$ cat config.mk
export PLATFORM = sky130hd
export DESIGN_NAME = prog_loader
export DESIGN_NICKNAME = d
export VERILOG_FILES = /design/src/rtl/prog_loader.sv
export SDC_FILE = /design/constraint.sdc
export NUM_CORES = 1
export LEC_CHECK = 0
export ABC_AREA = 1
export CAP_MARGIN = 5
export CORE_MARGIN = 8
export CORE_UTILIZATION = 55
export DETAILED_ROUTE_END_ITERATION = 10
export DONT_BUFFER_PORTS = 1
export PLACE_DENSITY = 0.7
export SLEW_MARGIN = 5
export SYNTH_ARGS = -nofsm -noshare
export SYNTH_HDL_FRONTEND = slang
export SYNTH_SLANG_ARGS = --single-unit
$ cat constraint.sdc
create_clock -name CLK -period 4.5 [get_ports CLK]
set_input_delay 0.45 -clock CLK [delete_from_list [all_inputs] [get_ports CLK]]
set_output_delay 0.45 -clock CLK [all_outputs]
set_load 0.005 [all_outputs]
$ cat src/rtl/prog_loader.sv
// Program loader: streams instruction words into instruction memory while holding the core in reset.
// Optional running checksum of accepted words is enabled with `define PROG_LOADER_CHECKSUM_EN.
module prog_loader #(
  parameter int ADDR_W   = 6,
  parameter int DATA_W   = 32,
  parameter int HOLD_CYC = 2
) (
  input  logic              CLK,
  input  logic              resetl,
  input  logic              load_start,
  input  logic [63:0]       load_base,
  input  logic              in_valid,
  input  logic [DATA_W-1:0] in_data,
  input  logic              in_last,
  output logic              in_ready,
  output logic              imem_we,
  output logic [63:0]       imem_addr,
  output logic [DATA_W-1:0] imem_wdata,
  output logic              proc_resetl,
  output logic [63:0]       startpc,
  output logic              busy,
  output logic              done,
  output logic              err,
  output logic [31:0]       checksum
);

  localparam int MAX_WORDS = 1 << ADDR_W;
  // One extra bit so the counter can hold MAX_WORDS itself.
  localparam int CNT_W     = ADDR_W + 1;
  localparam int HOLD_W    = $clog2(HOLD_CYC + 2);

  typedef enum logic [1:0] {
    IDLE,
    LOAD,
    HOLD,
    RUN
  } state_t;

  state_t            state;
  logic [CNT_W-1:0]  count;
  logic [CNT_W-1:0]  count_inc;
  logic [63:0]       base;
  logic [HOLD_W-1:0] hold_cnt;
  logic              beat;
  logic              base_ok;
  logic              start_ok;

  assign beat      = in_valid & in_ready;
  assign count_inc = count + CNT_W'(1);
  assign base_ok   = (load_base[1:0] == 2'b00);
  assign start_ok  = load_start && base_ok && (state == IDLE || state == RUN);

  always_ff @(posedge CLK or negedge resetl) begin
    if (!resetl) begin
      state       <= IDLE;
      count       <= '0;
      base        <= '0;
      hold_cnt    <= '0;
      in_ready    <= 1'b0;
      imem_we     <= 1'b0;
      imem_addr   <= '0;
      imem_wdata  <= '0;
      proc_resetl <= 1'b0;
      startpc     <= '0;
      busy        <= 1'b0;
      done        <= 1'b0;
      err         <= 1'b0;
    end else begin
      // NOTE: non-blocking assignments keep every register reading the pre-edge values,
      // so the write pipeline and the FSM below see the same beat regardless of order.
      imem_we <= beat;
      done    <= 1'b0;
      if (beat) begin
        imem_addr  <= base + (64'(count) << 2);
        imem_wdata <= in_data;
      end

      case (state)
        IDLE, RUN: begin
          if (load_start) begin
            proc_resetl <= 1'b0;
            if (base_ok) begin
              base     <= load_base;
              count    <= '0;
              err      <= 1'b0;
              in_ready <= 1'b1;
              busy     <= 1'b1;
              state    <= LOAD;
            end else begin
              err   <= 1'b1;
              state <= IDLE;
            end
          end
        end

        LOAD: begin
          if (beat) begin
            count <= count_inc;
            if (in_last) begin
              in_ready <= 1'b0;
              hold_cnt <= '0;
              state    <= HOLD;
            end else if (count_inc == CNT_W'(MAX_WORDS)) begin
              // Memory is full and the program has not ended: abandon the session.
              in_ready <= 1'b0;
              busy     <= 1'b0;
              err      <= 1'b1;
              state    <= IDLE;
            end
          end
        end

        HOLD: begin
          // hold_cnt==0 is the final write cycle; release after HOLD_CYC further cycles.
          if (hold_cnt == HOLD_W'(HOLD_CYC)) begin
            proc_resetl <= 1'b1;
            startpc     <= base;
            done        <= 1'b1;
            busy        <= 1'b0;
            state       <= RUN;
          end else begin
            hold_cnt <= hold_cnt + HOLD_W'(1);
          end
        end

        default: state <= IDLE;
      endcase
    end
  end

`ifdef PROG_LOADER_CHECKSUM_EN
  always_ff @(posedge CLK or negedge resetl) begin
    if (!resetl) begin
      checksum <= '0;
    end else if (start_ok) begin
      checksum <= '0;
    end else if (beat) begin
      checksum <= checksum + 32'(in_data);
    end
  end
`else
  assign checksum = '0;
`endif

  a_we_follows_beat: assert property (@(posedge CLK) disable iff (!resetl)
    imem_we |-> $past(beat));
  a_done_single: assert property (@(posedge CLK) disable iff (!resetl)
    done |=> !done);
  a_run_not_busy: assert property (@(posedge CLK) disable iff (!resetl)
    proc_resetl |-> !busy);
  a_ready_in_load: assert property (@(posedge CLK) disable iff (!resetl)
    in_ready |-> (state == LOAD));

endmodule

==> results of run 1 <==
[registers in the layout (all words and copies together) (netlist names)]
register / count
imem_addr: 64
state: 2
proc_resetl: 1
imem_we: 1
in_ready: 1
startpc: 64
base: 64
hold_cnt: 2
err: 1
busy: 1
done: 1
count: 7
imem_wdata: 32
[area by class of cell]
| type | instances | share of cell area (%) |
|---|---|---|
| Antenna cell | 3 | 0.0587 |
| Timing Repair Buffer | 5 | 0.293 |
| Multi-Input combinational cell | 1129 | 39.2 |
| Sequential cell | 241 | 47.1 |
| Clock buffer | 30 | 5.35 |
| Tap cell | 280 | 2.74 |
| Clock inverter | 11 | 0.978 |
| Inverter | 144 | 4.23 |
[metrics by stage]
step           hold WS (ns)  utilization [%]
3_5_place_dp          0.162             55.6
6_report             -0.394             59.4
4_1_cts              -0.406             59.3
5_1_grt              -0.409             59.4
3_3_place_gp          0.162             55.6
2_1_floorplan         0.154                -
[power by group]
group          switching, mW  internal (mW)
clock                  0.861           1.19
combinational           1.37          0.692
sequential             0.896           3.00
total                   3.13           4.89
[how the worst max path moves through the flow]
stage,endpoint,depth (start not counted)
6_report,base[46],9
5_1_grt,base[47],9
4_1_cts,base[46],9
3_5_place_dp,base[50],9
3_3_place_gp,base[41],9
2_1_floorplan,imem_addr[50],13
[per-layer routing]
| layer | global-route usage (%) | vias up | share of wire (%) |
|---|---|---|---|
| li1 | - | 4796 | - |
| met4 | 9.05 | 0 | 2.9 |
| met1 | 33.4 | 4540 | 40 |
| met3 | 8.06 | 66 | 11 |
| met2 | 41.9 | 395 | 46 |
| met5 | 0 | - | 0 |
[cell families after synthesis]
| family | Yosys count | synth area share (%) |
|---|---|---|
| buffers and inverters | 224 | 8.36 |
| adder cells (fa/ha/maj) | 12 | 1.32 |
| XOR/XNOR | 17 | 1.25 |
| flip-flops | 241 | 50.6 |
| AND/OR/NAND/NOR | 902 | 31.0 |
| AO/OA/AOI/OAI | 166 | 7.47 |
| other | 1 | 0.0315 |
[worst max-delay path, delay by kind of cell, from the launching register on]
kind	cells	cell delay (ns)
buffers and inverters	4	1.27
AND/OR/NAND/NOR	3	0.53
adder cells (fa/ha/maj)	1	0.39
flip-flops	1	0.36
AO/OA/AOI/OAI	1	0.10
[cell usage in the layout (no fill, tap or decap), types with 15 or more instances in the layout]
cell type,n
nand2_1,650
dfrtp_1,241
inv_1,129
o21ai_0,117
nor2_1,104
nand3_1,76
conb_1,32
clkbuf_16,25
o21ai_1,22
nor2_2,18
nand4_1,16
a31oi_1,15
==> results.tsv, run 1 <==
stage	metric	value	unit
timing	fin_crit_sh	63.1	%
grt	antenna_found_initial	3	
logic_synthesis	synth_top_cell_area_share	50.6	%
die	initial_utilization	55.3	%
clock_network	cts-root-buf	clkbuf_16	
logic_synthesis	synth.most_common_cell	nand2_1	
setup_path	regToRegStartpoint	state[0]	
setup_path	timing.rr.end	base[46]	
hold_path	min-delay-path-class	input pin to async pin	
grt	grt_max_degree	242	
placement	place_ws	1.66	ns
setup_path	crit_type	register to register	
pwr	p_per_area	626	nW/µm²
layout	final_area	12800	µm²
timing	fmax	352	MHz
logic_synthesis	yosysSeqAreaShare	50.6	%
setup_path	cp_slowest_stage_delay	0.65	ns
die	die_y	163	µm
timing	final-max-slew-violation-count	0	
layout	seq_area	6030	µm²
grt	track_usage	26.3	%
die	fp.dieW	163	µm
logic_synthesis	synth-seq-cells	241	
timing	tightest_slew	1.01	ns
logic_synthesis	ys.flop_type	dfrtp_1	
route	ant_nets	0	
grt	grt_pass1_vias	9524	
setup_path	cpMostUsedCell	nand2_1	
setup_path	slowest_stage	clkinv_2	
placement	place_area	12000	µm²
route	drt-wirelength-per-cell	19.3	µm
logic_synthesis	synth_cell_types	37	
pwr	power.total	8.02	mW
die	io_pins	299	
logic_synthesis	synthTopCellsByCount	652 x nand2_1, 241 x dfrtp_1, 129 x inv_1, 117 x o21ai_0, 104 x nor2_1	
logic_synthesis	synth_area_leaders	dfrtp_1 51%, nand2_1 21%, o21ai_0 4.9%	
route	vias_per_cell	5.32	
route	drt-pass1-iter-count	6	
status	violations	hold timing	
route	drt_wl_total	35600	µm
timing	finalSetupViolations	0	
setup_path	crit_start	state[0]	
clock_network	clk_pin_slew_worst_paths	0.06	ns
logic_synthesis	netlist_area	11900	µm²
route	drc_errors	0	
route	routed-via-count	9797	
timing	min_period	2.84	ns
clock_network	cts_setup_buffers	0	
placement	gp_congestion	0.980	
logic_synthesis	synth_top_cell_by_area	dfrtp_1	
layout	multi_input_area	5020	µm²
timing	clock_skew	0.0106	ns
pwr	power_leakage	6.32	nW
layout	nets	1659	
status	status	finished with violations	
clock_network	cts_buffers	25	
die	die_area	26600	µm²
pwr	vdd_drop_max	0.350	mV
logic_synthesis	synth_edf_count	0	
timing	postLayoutSetupSlackWorst	1.66	ns
setup_path	cp_data_arrival_time	3.24	ns
die	core-area	21600	µm²
setup_path	crit_fanout	59	
clock_network	cts_tree	built	
grt	grt-ovfl-total	0	
layout	n_fill_cell	2022	
setup_path	rrSetupSlack	1.66	ns
clock_network	clk_path_buf_depth	3	
setup_path	cp-end-kind	register	
setup_path	r2r.worst_path.cells	9	
clock_network	cts_num_sinks	241	
timing	setup-tns-final	0	ns
timing	rsz0062_at_grt	no	
layout	drive_gt1_share	6.79	%
logic_synthesis	synth_cells	1563	
flow_run	max-cap-violations	0	
logic_synthesis	synth_area_per_cell	7.62	µm²
logic_synthesis	async_flop_share	100	%
grt	grt_pass1_wl	54600	µm
logic_synthesis	synth_warnings	0	
clock_network	cts-resized-gates	0	
setup_path	cp.required	4.90	ns
placement	dpl.cell_count	1799	
layout	syn_to_final_growth	7.40	%
timing	hold_violations	241	
placement	post-dp-hpwl	27300	µm
placement	portBuffers	0	
timing	slew_headroom	32.6	%
clock_network	clock_latency	0.54	ns
setup_path	path_cells	inv_1 -> ha_1 -> nand2_1 -> inv_1 -> nand2_1 -> clkinv_2 -> buf_4 -> nand2_1 -> o21ai_0	
die	fp-row-count	54	
timing	hold_ws	-0.394	ns
setup_path	cp-start-kind	register	
layout	layoutNonFillerInstCount	1843	
clock_network	htree_levels	1	
route	drtIter0Drc	816	
(Power assumes the default switching activity.)
==> inputs of run 2 (changes only) <==
Settings changed: ABC_AREA 1 to 0, PLACE_DENSITY 0.7 to 0.73.
Clock period 4.5 ns to 2.45 ns, I/O delays scaled along.
==> run 2 against run 1 <==
Net effect:
- the flow still finishes with violations (hold timing)
- combinational power is 64% higher
- global-route usage decreased by 3.2 points
- core utilization is 8.1 points higher
- cell count fell by 24%
- worst hold slack got worse by 0.19 ns
- critical endpoint is now imem_addr[63]
- largest power group unchanged
- highest routed layer unchanged
==> results.tsv, run 2 <==
stage	metric	value	unit	change
status	status	finished with violations		
status	violations	hold timing		
logic_synthesis	synth_cells	1009		-35%
setup_path	rrSetupSlack	0.09	ns	-1.57 ns
route	drt-wirelength-per-cell	21.0	µm	+8.6%
logic_synthesis	synth_area_per_cell	10.9	µm²	+43%
die	initial_utilization	56.3	%	+0.99 points
pwr	vdd_drop_max	0.691	mV	+97%
layout	final_cell_mix	241 x dfrtp_1, 171 x nand2_1, 117 x mux2_2		
timing	clock_skew	0.0141	ns	+0.00347 ns
layout	drive_gt1_share	19.1	%	+12 points
clock_network	cts_tree	built		
setup_path	crit_fanout	31		-47%
setup_path	slowest_stage	or4_1		
layout	syn_to_final_growth	20.0	%	
layout	top_regs	base x64, imem_addr x64, startpc x64		
setup_path	cp.required	2.89	ns	-2.01 ns
logic_synthesis	synth-seq-cells	241		unchanged
timing	fmax	424	MHz	+20%
die	core-area	19600	µm²	-9.1%
timing	slew_headroom	61.5	%	+29 points
clock_network	clk_pin_slew_worst_paths	0.06	ns	about the same
grt	grt_pass1_wl	45500	µm	-17%
die	fp.dieW	158	µm	-3.4%
logic_synthesis	synthTopCellsByCount	241 x dfrtp_1, 173 x nand2_1, 117 x mux2_2, 47 x nor2_1		
clock_network	cts_hold_buf	98		
hold_path	min-delay-path-class	input pin to async pin		
die	io_pins	299		unchanged
layout	nets	1225		-26%
logic_synthesis	synth_warnings	0		unchanged
pwr	power_leakage	5.91	nW	-6.4%
logic_synthesis	async_flop_share	100	%	unchanged
logic_synthesis	synth.most_common_cell	dfrtp_1		
timing	tightest_slew	0.576	ns	-0.436 ns
route	ant_nets	0		unchanged
setup_path	path_buf_inv	1		-3
grt	grt-ovfl-total	0		unchanged
logic_synthesis	synth_top_cell_by_area	dfrtp_1		
clock_network	cts_buffers	26		+4.0%
timing	fin_crit_sh	96.3	%	+33 points
pwr	power.total	14.3	mW	+78%
layout	layout_commonest_cell	dfrtp_1		
logic_synthesis	synth_edf_count	0		unchanged
clock_network	clk_path_buf_depth	3		unchanged
setup_path	path_delay_family	simple AND/OR/NAND/NOR gates		
placement	post-dp-hpwl	18900	µm	-31%
placement	portBuffers	0		unchanged
logic_synthesis	ys.flop_type	dfrtp_1		
timing	final-max-slew-violation-count	0		unchanged
logic_synthesis	netlist_area	11000	µm²	-7.5%
setup_path	regToRegStartpoint	base[6]		
die	fp-row-count	51		-5.6%
grt	antenna_found_initial	1		-2
logic_synthesis	synth_cell_types	62		+68%
timing	finalSetupViolations	0		unchanged
setup_path	path_cells	ha_2 -> o211a_1 -> a211oi_2 -> or2_1 -> buf_12 -> or4_1 -> a31oi_2		
die	die_y	158	µm	-3.4%
layout	fin_util	67.5	%	+8.1 points
setup_path	timing.rr.end	imem_addr[63]		
pwr	p_per_area	1080	nW/µm²	+73%
setup_path	cp-end-kind	register		
route	drtIter0Drc	506		-38%
timing	hold_ws	-0.580	ns	-0.186 ns
clock_network	cts_num_sinks	241		unchanged
clock_network	clock_latency	0.52	ns	-0.02 ns
grt	grt_max_degree	242		unchanged
setup_path	cp_data_arrival_time	2.80	ns	-0.44 ns
route	drt-pass1-iter-count	7		+1
logic_synthesis	synth_area_leaders	dfrtp_1 55%, mux2_2 12%, nand2_1 5.9%		
placement	place_area	11300	µm²	-5.6%
setup_path	cp_slowest_stage_delay	0.52	ns	-0.13 ns
flow_run	max-cap-violations	0		unchanged
route	drc_errors	0		unchanged
logic_synthesis	yosysSeqAreaShare	54.7	%	+4.1 points
clock_network	cts-root-buf	clkbuf_16		
die	die_area	24800	µm²	-6.8%
route	vias_per_cell	5.83		+9.7%
placement	gp_congestion	0.826		-16%
route	drt_wl_total	29300	µm	-18%
setup_path	cp-start-kind	register		
route	routed-via-count	8140		-17%
setup_path	crit_type	register to register		
timing	hold_violations	241		unchanged
grt	grt_pass1_vias	8110		-15%
grt	track_usage	23.1	%	-3.2 points
logic_synthesis	synth_top_cell_area_share	54.7	%	+4.1 points
timing	min_period	2.36	ns	-0.480 ns
layout	final_area	13200	µm²	+3.4%
setup_path	r2r.worst_path.cells	7		-2
clock_network	htree_levels	1		unchanged
## run 2: changes by cell type after synthesis, sizes merged, moves of 17 or more
cell,delta
nor2,-80
nand3,-55
mux2,+117
inv,-125
a31oi,+24
clkbuf,+17
nand2,-493
o31ai,+35
or4,+33
o21ai,-95
## run 2: area by class of cell
cell class	instances	area (µm²)
antenna	2	5.00
timing repair buffer	133	1310
clock buffer	37	753
fill	1434	6360
tap	265	332
multi-input combinational	693	4640
inverter	17	66.3
clock inverter	8	98.8
sequential	241	6030
## run 2: repair_timing
item | 4_1_cts | 5_1_grt
gates resized for setup | 1 | 8
hold endpoints to repair | 339 | 241
setup buffers | 5 | 1
pin swaps | 0 | 1
setup endpoints to repair | 1 | 30
## run 2: how the worst max path moves through the flow
stage / from / endpoint / slack [ns] / cells after the start
after detailed placement: base[2] / imem_addr[38] / -0.01 / 9
after global placement: base[2] / imem_addr[38] / 0.06 / 9
after floorplan: count[0] / imem_addr[22] / 0.13 / 9
after CTS: base[2] / imem_addr[38] / 0.009 / 9
final: base[6] / imem_addr[63] / 0.09 / 7
after global routing: base[8] / imem_addr[63] / -0.01 / 7
## run 2: worst reg2reg max path, stage by stage (launching register included)
cell	delay [ns]
dfrtp_1	0.42
ha_2	0.40
o211a_1	0.20
a211oi_2	0.08
or2_1	0.28
buf_12	0.17
or4_1	0.55
a31oi_2	0.19
## run 2: where the power goes
part	internal, mW	total, mW	switching (mW)
sequential	5.36	7.03	1.67
combinational	1.63	3.40	1.77
clock	2.34	3.87	1.54
## run 2: through the flow
step	cells	setup WS (ns)	setup TNS, ns
floorplan	1040	0.132	0
CTS	1393	0.00921	0
detailed placement	1245	-0.00991	-0.00991
finish	1396	0.0917	0
global route	1395	-0.0136	-0.0217
global placement	1245	0.0627	0
## run 2: metal layers
metal / part of all wire (%) / wire length, µm / GRT usage, %
met1: 39 / 11400 / 28.0
met2: 49 / 14400 / 39.0
met3: 8.9 / 2620 / 6.73
met4: 3.0 / 889 / 7.75
met5: 0 / 0 / 0
## run 2: cell families (layout without fill, tap and decap cells)
| logic type | count (synthesis) | count (layout) | synth area share [%] |
|---|---|---|---|
| AND/OR/NAND/NOR | 349 | 349 | 15.7 |
| other | 1 | 34 | 0.0340 |
| AO/OA/AOI/OAI | 161 | 161 | 9.48 |
| adder cells (fa/ha/maj) | 12 | 12 | 1.43 |
| flip-flops | 241 | 241 | 54.7 |
| XOR/XNOR | 18 | 18 | 1.43 |
| buffers and inverters | 106 | 195 | 4.87 |
| multiplexers | 121 | 121 | 12.3 |
==> inputs of run 3 (changes only) <==
Settings changed: CORE_UTILIZATION 55 to 48, PLACE_DENSITY 0.73 to unset.
Clock period 2.45 ns to 3 ns, I/O delays scaled along.
==> run 3 against run 2 <==
Net effect:
- the flow still finishes with violations (hold timing)
- fmax fell by 14%
- via count shrank 4.3%
- worst hold slack gained 0.064 ns
- die area rose by 13%
- wire length is 4.5% lower
- sequential cell count stayed put
- largest cell class unchanged
==> results.tsv, run 3 (synthesis gave the netlist of run 2 again) <==
stage	metric	value	unit	change
placement	portBuffers	0		unchanged
die	die_area	28100	µm²	+13%
grt	grt_max_degree	242		unchanged
layout	top_regs	base x64, imem_addr x64, startpc x64		
pwr	seq_power_share	50.3	%	+1.2 points
timing	min_period	2.75	ns	+0.393 ns
route	drc_errors	0		unchanged
layout	layout_commonest_cell	dfrtp_1		
clock_network	cts_tree	built		
grt	grt_pass1_wl	45000	µm	-1.1%
timing	rsz0062_at_grt	no		
route	drt_wl_total	28000	µm	-4.5%
layout	layoutNonFillerInstCount	1386		-0.72%
setup_path	path_buf_inv	1		unchanged
grt	grt-ovfl-total	0		unchanged
route	vias_per_cell	5.62		-3.6%
die	fp.dieW	168	µm	+6.3%
die	fp-row-count	55		+7.8%
clock_network	cts_setup_buffers	0		-5
placement	post-dp-hpwl	19300	µm	+1.9%
setup_path	cp_slowest_stage_delay	0.89	ns	+0.37 ns
setup_path	cp_data_arrival_time	3.19	ns	+0.39 ns
clock_network	cts_num_sinks	241		unchanged
grt	grt_pass1_vias	7707		-5.0%
clock_network	clk_path_buf_depth	3		unchanged
setup_path	path_cells	ha_1 -> nor2b_1 -> o21a_1 -> o31ai_4 -> buf_12 -> o21ai_0 -> a31oi_1		
grt	antenna_found_initial	0		-1
route	drt-wirelength-per-cell	20.2	µm	-3.9%
setup_path	cp.required	3.43	ns	+0.54 ns
pwr	power_frac_comb	21.7	%	-2.1 points
route	ant_nets	0		unchanged
setup_path	cp-start-kind	register		
timing	tightest_slew	1.06	ns	+0.487 ns
die	core-area	22600	µm²	+15%
layout	drive_gt1_share	16.8	%	-2.3 points
hold_path	min-delay-path-class	input pin to async pin		
layout	diodes	0		-2
pwr	p_clk_share	28.0	%	+0.9 points
setup_path	crit_type	register to register		
pwr	p_int	7.58	mW	-19%
status	violations	hold timing		
timing	setup-tns-final	0	ns	unchanged
timing	slew_headroom	29.1	%	-32 points
pwr	switchingPower	3.95	mW	-21%
timing	finalSetupViolations	0		unchanged
pwr	power_leakage	5.79	nW	-2.1%
layout	n_fill_cell	1887		+32%
timing	hold_ws	-0.516	ns	+0.0641 ns
setup_path	slowest_stage	o31ai_4		
clock_network	cts_buffers	26		unchanged
layout	nets	1199		-2.1%
route	drt-pass1-iter-count	6		-1
layout	syn_to_final_growth	18.1	%	
placement	dpl.cell_count	1248		+0.24%
pwr	vdd_drop_max	0.543	mV	-21%
placement	gp_congestion	0.810		-1.9%
clock_network	clk_pin_slew_worst_paths	0.06	ns	about the same
setup_path	crit_cells	7		unchanged
setup_path	cp-end-kind	register		
clock_network	htree_levels	1		unchanged
die	die_y	168	µm	+6.3%
route	routed-via-count	7787		-4.3%
route	drtIter0Drc	389		-23%
clock_network	cts-root-buf	clkbuf_16		
timing	fin_crit_sh	91.7	%	-4.6 points
grt	track_usage	19.6	%	-3.5 points
status	status	finished with violations		
pwr	p_per_area	886	nW/µm²	-18%
die	io_pins	299		unchanged
flow_run	max-cap-violations	0		unchanged
pwr	power.total	11.5	mW	-19%
timing	final-max-slew-violation-count	0		unchanged
timing	hold_violations	241		unchanged
setup_path	r2r.worst_path.cells	7		unchanged
clock_network	clock_latency	0.52	ns	about the same
setup_path	crit_fanout	27		-13%
setup_path	path_delay_family	compound AO/OA/AOI/OAI gates		
layout	final_cell_mix	241 x dfrtp_1, 171 x nand2_1, 117 x mux2_2		
timing	clock_skew	0.0161	ns	+0.00197 ns
timing	fmax	363	MHz	-14%
die	initial_utilization	48.8	%	-7.4 points
pwr	switching_share	34.3	%	-0.52 points
clock_network	cts_hold_buf	95		-3.1%
[run 3: cell count changes in the layout (fill, tap and decap cells not counted), sizes merged]
cell         previous run  this run
bufinv                  2         3
clkinvlp                2         0
clkinv                  4         3
diode                   2         0
buf                    35        12
dlygate4sd3            98        95
[run 3: metrics by stage]
stage	setup slack (ns)	cell area, µm²	utilization [%]
floorplan	0.682	11100	-
global placement	0.295	11200	49.6
detailed placement	0.236	11200	49.6
CTS	0.207	13000	57.6
global route	0.0148	13000	57.7
finish	0.249	13000	57.7
[run 3: what timing repair did]
| item | 4_1_cts | 5_1_grt |
|---|---|---|
| resized for setup | 0 | 3 |
| hold endpoints to repair | 336 | 241 |
| endpoints found under the setup margin | 0 | 1 |
[run 3: final timing paths]
check,from,to,slack [ns]
min,resetl,base[42],-0.52
max,count[2],imem_addr[16],0.25
min in group CLK,in_last,in_ready,0.05
max reg2reg,count[2],imem_addr[16],0.25
min reg2reg,base[1],imem_addr[1],0.49
max in group asynchronous,resetl,startpc[49],3.01
[run 3: layout make-up]
type	count	area, µm²	area share, %
Inverter	17	66.3	0.509
Sequential cell	241	6030	46.3
Multi-Input combinational cell	693	4610	35.4
Tap cell	285	357	2.74
Clock inverter	6	105	0.807
Timing Repair Buffer	107	1090	8.38
Clock buffer	37	753	5.79
[run 3: per-layer routing]
layer	wire, µm	vias up	track usage, %
li1	-	3707	-
met2	13500	225	32.6
met4	365	0	3.53
met1	11400	3821	24.5
met3	2710	34	7.08
met5	0	-	0
[run 3: power groups by stage]
stage / Sequential (mW) / Combinational [mW] / Clock, mW
2_1_floorplan: 5.27 / 2.03 / 0
3_3_place_gp: 5.86 / 2.33 / 0
3_5_place_dp: 5.89 / 2.42 / 0
4_1_cts: 5.84 / 2.52 / 3.31
5_1_grt: 6.01 / 2.87 / 3.42
6_report: 5.80 / 2.51 / 3.23
